--- src/rtl/alu_op_dispatch.sv ---
// Issue side of the ALU result-select path: decodes one request into a one-hot
// unit start, waits for that unit's done (bounded by TIMEOUT), and returns the result.
//
// state | meaning
// IDLE  | ready for a request; operands and opcode captured on accept
// ISSUE | one-cycle start pulse to the selected unit
// WAIT  | watching the selected unit's done, counting toward TIMEOUT
// RESP  | response presented until rsp_ready
module alu_op_dispatch #(
    parameter int WIDTH   = 8,
    parameter int TIMEOUT = 15
) (
    input  logic             clk,
    input  logic             rst_n,
    input  logic             req_valid,
    output logic             req_ready,
    input  logic [2:0]       req_opcode,
    input  logic [WIDTH-1:0] req_a,
    input  logic [WIDTH-1:0] req_b,
    output logic [3:0]       unit_start,
    output logic [WIDTH-1:0] unit_a,
    output logic [WIDTH-1:0] unit_b,
    input  logic [3:0]       unit_done,
    input  logic [WIDTH-1:0] unit_result,
    output logic             rsp_valid,
    input  logic             rsp_ready,
    output logic [WIDTH-1:0] rsp_data,
    output logic             rsp_err,
    output logic [2:0]       rsp_opcode
);

    typedef enum logic [1:0] {IDLE, ISSUE, WAIT, RESP} state_t;

    localparam logic [7:0] CNT_LAST = 8'(TIMEOUT - 1);

    state_t           state_q, state_d;
    logic [2:0]       opcode_q, opcode_d;
    logic [WIDTH-1:0] a_q, a_d;
    logic [WIDTH-1:0] b_q, b_d;
    logic [7:0]       cnt_q, cnt_d;
    logic [WIDTH-1:0] rsp_data_q, rsp_data_d;
    logic             rsp_err_q, rsp_err_d;
    logic             sel_done;

    always_ff @(posedge clk or negedge rst_n) begin
        if (!rst_n) begin
            state_q    <= IDLE;
            opcode_q   <= '0;
            a_q        <= '0;
            b_q        <= '0;
            cnt_q      <= '0;
            rsp_data_q <= '0;
            rsp_err_q  <= 1'b0;
        end else begin
            state_q    <= state_d;
            opcode_q   <= opcode_d;
            a_q        <= a_d;
            b_q        <= b_d;
            cnt_q      <= cnt_d;
            rsp_data_q <= rsp_data_d;
            rsp_err_q  <= rsp_err_d;
        end
    end

    // Only the done bit of the unit we started counts.
    assign sel_done = unit_done[opcode_q[1:0]];

    always_comb begin
        state_d    = state_q;
        opcode_d   = opcode_q;
        a_d        = a_q;
        b_d        = b_q;
        cnt_d      = cnt_q;
        rsp_data_d = rsp_data_q;
        rsp_err_d  = rsp_err_q;
        case (state_q)
            IDLE: begin
                if (req_valid) begin
                    opcode_d = req_opcode;
                    a_d      = req_a;
                    b_d      = req_b;
                    if (req_opcode[2]) begin
                        rsp_err_d  = 1'b1;
                        rsp_data_d = '0;
                        state_d    = RESP;
                    end else begin
                        state_d = ISSUE;
                    end
                end
            end
            ISSUE: begin
                cnt_d   = '0;
                state_d = WAIT;
            end
            WAIT: begin
                if (sel_done) begin
                    rsp_data_d = unit_result;
                    rsp_err_d  = 1'b0;
                    state_d    = RESP;
                end else if (cnt_q == CNT_LAST) begin
                    rsp_data_d = '0;
                    rsp_err_d  = 1'b1;
                    state_d    = RESP;
                end else begin
                    cnt_d = cnt_q + 8'd1;
                end
            end
            RESP: begin
                if (rsp_ready) state_d = IDLE;
            end
            default: state_d = IDLE;
        endcase
    end

    always_comb begin
        unit_start = '0;
        if (state_q == ISSUE) unit_start[opcode_q[1:0]] = 1'b1;
    end

    assign req_ready  = (state_q == IDLE);
    assign rsp_valid  = (state_q == RESP);
    assign unit_a     = a_q;
    assign unit_b     = b_q;
    assign rsp_data   = rsp_data_q;
    assign rsp_err    = rsp_err_q;
    assign rsp_opcode = opcode_q;

endmodule

--- config.mk ---
export PLATFORM = sky130hd
export DESIGN_NAME = alu_op_dispatch
export DESIGN_NICKNAME = d
export VERILOG_FILES = /design/src/rtl/alu_op_dispatch.sv
export SDC_FILE = /design/constraint.sdc
export NUM_CORES = 1
export LEC_CHECK = 0
export CAP_MARGIN = 15
export CORE_MARGIN = 2
export CORE_UTILIZATION = 46
export CTS_BUF_LIST = sky130_fd_sc_hd__clkbuf_8 sky130_fd_sc_hd__clkbuf_16
export CTS_CLUSTER_SIZE = 8
export DETAILED_ROUTE_END_ITERATION = 12
export PLACE_DENSITY = 0.95
export REMOVE_ABC_BUFFERS = 1
export SLEW_MARGIN = 20
export SYNTH_ARGS = -nofsm -noshare
export SYNTH_HDL_FRONTEND = slang
export SYNTH_SLANG_ARGS = --single-unit
--- constraint.sdc ---
create_clock -name clk -period 3.1 [get_ports clk]
set_clock_uncertainty 0.15 [all_clocks]
set_input_delay 0.62 -clock clk [delete_from_list [all_inputs] [get_ports clk]]
set_output_delay 0.62 -clock clk [all_outputs]
set_load 0.01 [all_outputs]
==> key figures, run 1 <==
Clock tree
  • Post-cts repair resize count: 0
  • H-Tree Depth: 2
  • CTS root buf: clkbuf_8
  • Clock Sinks: 38
  • Worst-Skew Late Latency: 290 ps
  • CTS tree: built
  • Inserted Clock Buffers: 5
  • Post-CTS Hold Fix Bufs: 0
  • Post-CTS Setup Bufs: 0
  • Reg clk slew, reported paths: 70 ps
  • Clock Tree Buf Depth: 2

STA
  • Actual slew at the worst max-slew pin: 831.2 ps
  • Final setup vio count: 0
  • Pins Over Slew Limit: 0
  • Setup TNS: 0 ps
  • Worst slew margin: 44.59%
  • Min Tclk post-route: 2666 ps
  • Achievable Freq: 0.3751 GHz
  • Final worst-path cycle share: 86.00%
  • Unrepaired setup endpoints after global routing: no
  • Final number of hold-violating endpoints: 0

Setup path
  • R2R setup slack: 850 ps
  • Worst R2R Start: rsp_opcode[0]$_DFFE_PN0P_
  • Capture point of the worst reg-to-reg path: rsp_data[1]$_DFFE_PN0P_
  • Worst setup SP type: flop
  • R2R depth: 4
  • Setup Crit Path Kind: flop to primary output
  • Critical Path End: unit_start[0]
  • Critical Path Source: state_q[1]$_DFFE_PN0P_
  • CP Depth: 4
  • CP max FO: 6
  • Critical-path cell list: inv_1 -> ha_1 -> nor3b_1 -> clkdlybuf4s50_1
  • Critical path's largest stage delay: 580 ps
  • WP buf/inv: 2
  • CP arrival: 1900 ps
  • Critical path's slowest cell: clkdlybuf4s50_1
  • Critical path's top delay family: buffers and inverters
  • Worst EP required: 2330 ps
  • Critical Path End Type: primary output

Synth
  • Gate Count Post-Synth: 134
  • Warnings from Yosys: 0
  • Avg Inst Size Synth: 12.73 sq um
  • Mapped cell area: 0.001705 sq mm
  • EDFF count, synth: 0
  • Fraction of the yosys area taken by sequential cells: 55.76%
  • Synth Flop Type: dfrtp_1
  • Ys async rst share: 100.0%
  • Cell variety after synth: 30
  • Register bit count reported by yosys: 38

Route
  • Via Count: 1367
  • Initial DRC Count: 42
  • Routed length per instance: 16.54 um
  • Final WL: 4201 um
  • TritonRoute pass-1 iters: 4
  • DR vias/cell: 5.382
  • DRC violations left: 0
  • Post-DRT Antenna Nets: 0

Global route
  • Largest net degree at the start of global routing: 39
  • First-pass GRT wire length: 7044 um
  • Grt ovf: 0
  • Initial antenna violation count: 0
  • Vias in the first global route: 1551
  • Total GRT Usage: 22.06%

Finish
  • Share of layout cells above drive strength 1: 16.02%
  • # diodes: 0
  • Post-route insts no fill: 254
  • Final nets: 247
  • Synthesis-to-layout area growth: 48.64%

Run
  • Max-Cap Viols: 0

Die
  • Core ar.: 0.003606 sq mm
  • Ports: 69
  • Initial core utilization: 47.29%
  • Die Height: 64.89 um
  • Cell Rows: 22
  • Die area: 0.004211 sq mm
  • Die Span X: 64.89 um

Pwr
  • Power Total: 2.422 mW
  • Leak: 1.083 nW
  • Power per cell area: 955.6 mW/mm^2
  • Maximum VDD drop: 0.0005650 V

Worst hold path
  • Hold Path Class: input pin to async pin

Place
  • PortBufs: 68
  • GP Congestion: 0.8542
  • Final HPWL DP: 2928 um
  • DP Cell Count: 247

Outcome
  • Status: complete, no violations
[power by group]
| part | switching, mW | internal (mW) |
|---|---|---|
| Clock | 0.167 | 0.257 |
| Sequential | 0.165 | 0.710 |
| Combinational | 0.484 | 0.639 |
| Total | 0.817 | 1.61 |
[synth_stat cells, drive strengths merged (2+ instances only)]
cell | count | area share, %
nor3 | 2 | 0.88
mux2 | 18 | 12
ha | 6 | 4.4
nand2b | 2 | 0.73
dfrtp | 38 | 56
o211ai | 4 | 2.3
nand2 | 10 | 2.2
and3 | 3 | 1.1
nand3 | 7 | 2.1
inv | 7 | 1.5
o31ai | 3 | 2.2
a22o | 8 | 4.1
o21ai | 5 | 1.5
nor2 | 5 | 1.1
mux2i | 2 | 1.2
clkbuf | 2 | 0.44
xnor2 | 2 | 1.0
[cells by family (layout without fill, tap and decap cells)]
| kind of cell | Yosys count | count (layout) | synth area share (%) |
|---|---|---|---|
| AOI/OAI and AO/OA | 23 | 23 | 11.44 |
| xor gates and xnor gates | 2 | 2 | 1.027 |
| adders and majority gates | 6 | 6 | 4.402 |
| buffers and inverters | 10 | 82 | 2.642 |
| DFF | 38 | 38 | 55.76 |
| muxes | 21 | 21 | 14.38 |
| and+or+nand+nor | 34 | 34 | 10.35 |
[metal layers]
| layer | vias up | global-route usage (%) | wire [um] |
|---|---|---|---|
| met4 | 0 | 9.840 | 80 |
| met3 | 12 | 8.160 | 403 |
| li1 | 623 | - | - |
| met2 | 71 | 36.08 | 2006 |
| met5 | - | 0 | 0 |
| met1 | 661 | 25.87 | 1710 |
[cell usage in the layout, fill, tap and decap left out]
master            n
clkdlybuf4s50_1  67
dfrtp_1          38
mux2_2           18
nand2_1          10
a22o_1            8
inv_1             7
nand3_1           7
ha_1              6
clkbuf_8          6
nor2_1            5
o21ai_0           4
and3_1            3
o31ai_2           3
o211ai_1          2
mux2i_1           2
nand2b_1          2
xnor2_1           2
o211ai_2          2
and3b_1           1
nor3b_1           1
mux4_2            1
nor3_1            1
and4b_1           1
a211o_1           1
nand4_1           1
nor3_2            1
a21oi_1           1
nor4_1            1
o21ai_1           1
a2bb2oi_1         1
bufinv_16         1
buf_2             1
[final cells by class]
type / count / area (sq um)
Fill cell: 230 / 1071
Sequential cell: 38 / 950.9
Multi-Input combinational cell: 86 / 709.4
Timing Repair Buffer: 68 / 675.6
Clock buffer: 6 / 82.58
Tap cell: 48 / 60.06
Clock inverter: 1 / 30.03
Inverter: 7 / 26.28
[per-stage QoR]
step | util (%) | setup WS, ps | instance area (sq um) | hold slack, ps
final | 70.30 | 434.0 | 2535 | 282.0
after global routing | 70.30 | 285.6 | 2535 | 359.0
after CTS | 70.30 | 415.9 | 2535 | 303.5
after detailed placement | 67.18 | 384.6 | 2422 | 335.0
after global placement | 67.18 | 462.1 | 2422 | 314.8
after floorplan | - | 992.1 | 1687 | 174.4
[how the worst min path moves through the flow]
stage	from	to	cells past startpoint
6_report	rst_n	cnt_q[1]$_DFFE_PN0P_	1
4_1_cts	rst_n	cnt_q[2]$_DFFE_PN0P_	1
3_5_place_dp	rsp_data[3]$_DFFE_PN0P_	rsp_data[3]$_DFFE_PN0P_	1
3_3_place_gp	rsp_opcode[2]$_DFFE_PN0P_	rsp_opcode[2]$_DFFE_PN0P_	2
2_1_floorplan	rst_n	cnt_q[0]$_DFFE_PN0P_	0
5_1_grt	rst_n	unit_b[5]$_DFFE_PN0P_	1
[sequential cells by signal (all words and copies together) (netlist names)]
register and flops:
rsp_opcode 3, rsp_data 8, state_q 2, rsp_err 1, unit_a 8, unit_b 8
cnt_q 8
Power figures use the tool's default switching activity.
==> run 2: changes to the inputs <==
--- a/config.mk
+++ b/config.mk
@@ -7,11 +7,11 @@
 export LEC_CHECK = 0
 export CAP_MARGIN = 15
 export CORE_MARGIN = 2
-export CORE_UTILIZATION = 46
+export CORE_UTILIZATION = 43
 export CTS_BUF_LIST = sky130_fd_sc_hd__clkbuf_8 sky130_fd_sc_hd__clkbuf_16
 export CTS_CLUSTER_SIZE = 8
 export DETAILED_ROUTE_END_ITERATION = 12
-export PLACE_DENSITY = 0.95
+export PLACE_DENSITY = 0.91
 export REMOVE_ABC_BUFFERS = 1
 export SLEW_MARGIN = 20
 export SYNTH_ARGS = -nofsm -noshare
==> constraint.sdc (replaced) <==
create_clock -name clk -period 2.55 [get_ports clk]
set_clock_uncertainty 0.15 [all_clocks]
set_input_delay 0.51 -clock clk [delete_from_list [all_inputs] [get_ports clk]]
set_output_delay 0.51 -clock clk [all_outputs]
set_load 0.01 [all_outputs]
==> key figures, run 2 (synthesis results as in run 1) <==
Outcome
  • Status: complete, no violations

Pwr
  • Leak: 1.084 nW
  • Seq pwr share: 36.8%
  • Maximum VDD drop: 0.0006023 V
  • Clk pwr share: 14.9%
  • Power Total: 2.869 mW
  • Switching power: 0.9908 mW
  • Sw Share: 34.53%
  • Gate power share: 48.3%
  • Internal Power: 1.879 mW
  • Power per cell area: 1129 mW/mm^2

Clock tree
  • CTS root buf: clkbuf_8
  • Clock Sinks: 38
  • Clock Tree Buf Depth: 2
  • H-Tree Depth: 2
  • Worst-Skew Late Latency: 290 ps
  • Reg clk slew, reported paths: 70 ps
  • Inserted Clock Buffers: 5
  • CTS tree: built

Global route
  • GRT met3 Usage: 9.122%
  • Met2 Resource Use GR: 30.25%
  • Vias in the first global route: 1418
  • First-pass GRT wire length: 6665 um
  • Initial antenna violation count: 0
  • Global Route met1 Usage: 26.37%
  • Grt ovf: 0
  • GRT busiest layer: met2
  • Total GRT Usage: 20.25%
  • Largest net degree at the start of global routing: 39

Finish
  • Final core occ: 67.91%
  • Final-layout fill cell count: 284
  • # diodes: 0
  • Synthesis-to-layout area growth: 49.08%
  • Commonest non-fill, non-tap cell in the layout: clkdlybuf4s50_1
  • Post-route insts no fill: 258
  • Commonest cells after routing, fill and taps aside: 67 x clkdlybuf4s50_1, 38 x dfrtp_1, 18 x mux2_2
  • Design area: 0.002542 sq mm
  • Final nets: 250
  • Share of layout cells above drive strength 1: 18.10%

STA
  • Min Tclk post-route: 2458 ps
  • Final worst-path cycle share: 96.37%
  • Final number of hold-violating endpoints: 0
  • Pins Over Slew Limit: 0
  • Final setup vio count: 0
  • Achievable Freq: 0.4069 GHz
  • Worst slew margin: 44.11%
  • Actual slew at the worst max-slew pin: 838.4 ps
  • Unrepaired setup endpoints after global routing: no

Place
  • Placed cell areas: 0.002445 sq mm
  • PortBufs: 68
  • DP Cell Count: 250
  • Final HPWL DP: 2874 um
  • GP Congestion: 0.8909

Route
  • TritonRoute pass-1 iters: 5
  • DR vias/cell: 5.291
  • Via Count: 1365
  • Routed length per instance: 15.28 um
  • Initial DRC Count: 47
  • Final WL: 3943 um
  • DRC violations left: 0
  • Post-DRT Antenna Nets: 0

Setup path
  • Worst EP required: 1890 ps
  • R2R depth: 4
  • CP max FO: 6
  • Worst setup SP type: flop
  • Critical Path End Type: primary output
  • CP arrival: 1800 ps
  • Setup Crit Path Kind: flop to primary output

Worst hold path
  • Hold Path Class: input pin to async pin

Die
  • Ports: 69
  • Initial core utilization: 45.55%
  • Die Height: 66.98 um
  • Die area: 0.004486 sq mm
  • Core ar.: 0.003744 sq mm
  • Cell Rows: 22
  • Die Span X: 66.98 um

Run
  • Max-Cap Viols: 0
==> run 2: through the flow <==
step / hold slack [ps] / setup TNS, ps / setup WS [ps]
global route: 241.9 / 0 / 11.74
finish: 171.1 / 0 / 92.46
global placement: 312.5 / 0 / 34.98
detailed placement: 315.2 / -202.0 / -30.84
floorplan: 64.41 / 0 / 536.3
CTS: 196.9 / 0 / 40.24
==> run 2: worst paths after layout <==
check / start / end / slack (ps)
worst max-delay path: state_q[1]$_DFFE_PN0P_ / unit_start[0] / 90
worst min-delay path: rst_n / unit_b[6]$_DFFE_PN0P_ / 170
worst max register to register: rsp_opcode[0]$_DFFE_PN0P_ / rsp_data[2]$_DFFE_PN0P_ / 330
worst min register to register: rsp_opcode[2]$_DFFE_PN0P_ / rsp_opcode[2]$_DFFE_PN0P_ / 360
max in group asynchronous: rst_n / unit_a[0]$_DFFE_PN0P_ / 1560
min in group clk: rsp_opcode[2]$_DFFE_PN0P_ / rsp_opcode[2]$_DFFE_PN0P_ / 360
==> run 2: final cells by class <==
type | instances | area [sq um] | share of cell area (%)
repair buffers | 71 | 698.2 | 27.46
clock inverters | 2 | 12.51 | 0.4921
flip-flops and latches | 38 | 950.9 | 37.40
multi-input cells | 86 | 711.9 | 28.00
well taps | 48 | 60.06 | 2.362
inverters | 7 | 26.28 | 1.033
clock buffers | 6 | 82.58 | 3.248
==> run 2: power groups by stage <==
stage          registers, mW  logic [mW]  clock network (mW)
6_report                1.06        1.38               0.429
3_3_place_gp            1.05        1.35                   0
3_5_place_dp            1.06        1.39                   0
2_1_floorplan           1.13       0.578                   0
5_1_grt                 1.09        1.51               0.465
4_1_cts                 1.06        1.40               0.440
==> run 2: per-layer routing <==
metal | up-vias | wire length, um
met1 | 653 | 1761
met5 | - | 0
li1 | 631 | -
met3 | 8 | 449
met4 | 0 | 58
met2 | 73 | 1674
==> run 2: worst max-delay path, stage by stage, from the launching register on <==
cell and delay [ps]:
dfrtp_1 410, inv_1 110, ha_2 240, nor3b_1 190, clkdlybuf4s50_1 560
==> run 2: repair_timing <==
item | in CTS | in global routing
endpoints found under the setup margin | 0 | 2
hold buffers | 0 | 0
resized for setup | 0 | 1
setup buffers | 0 | 0
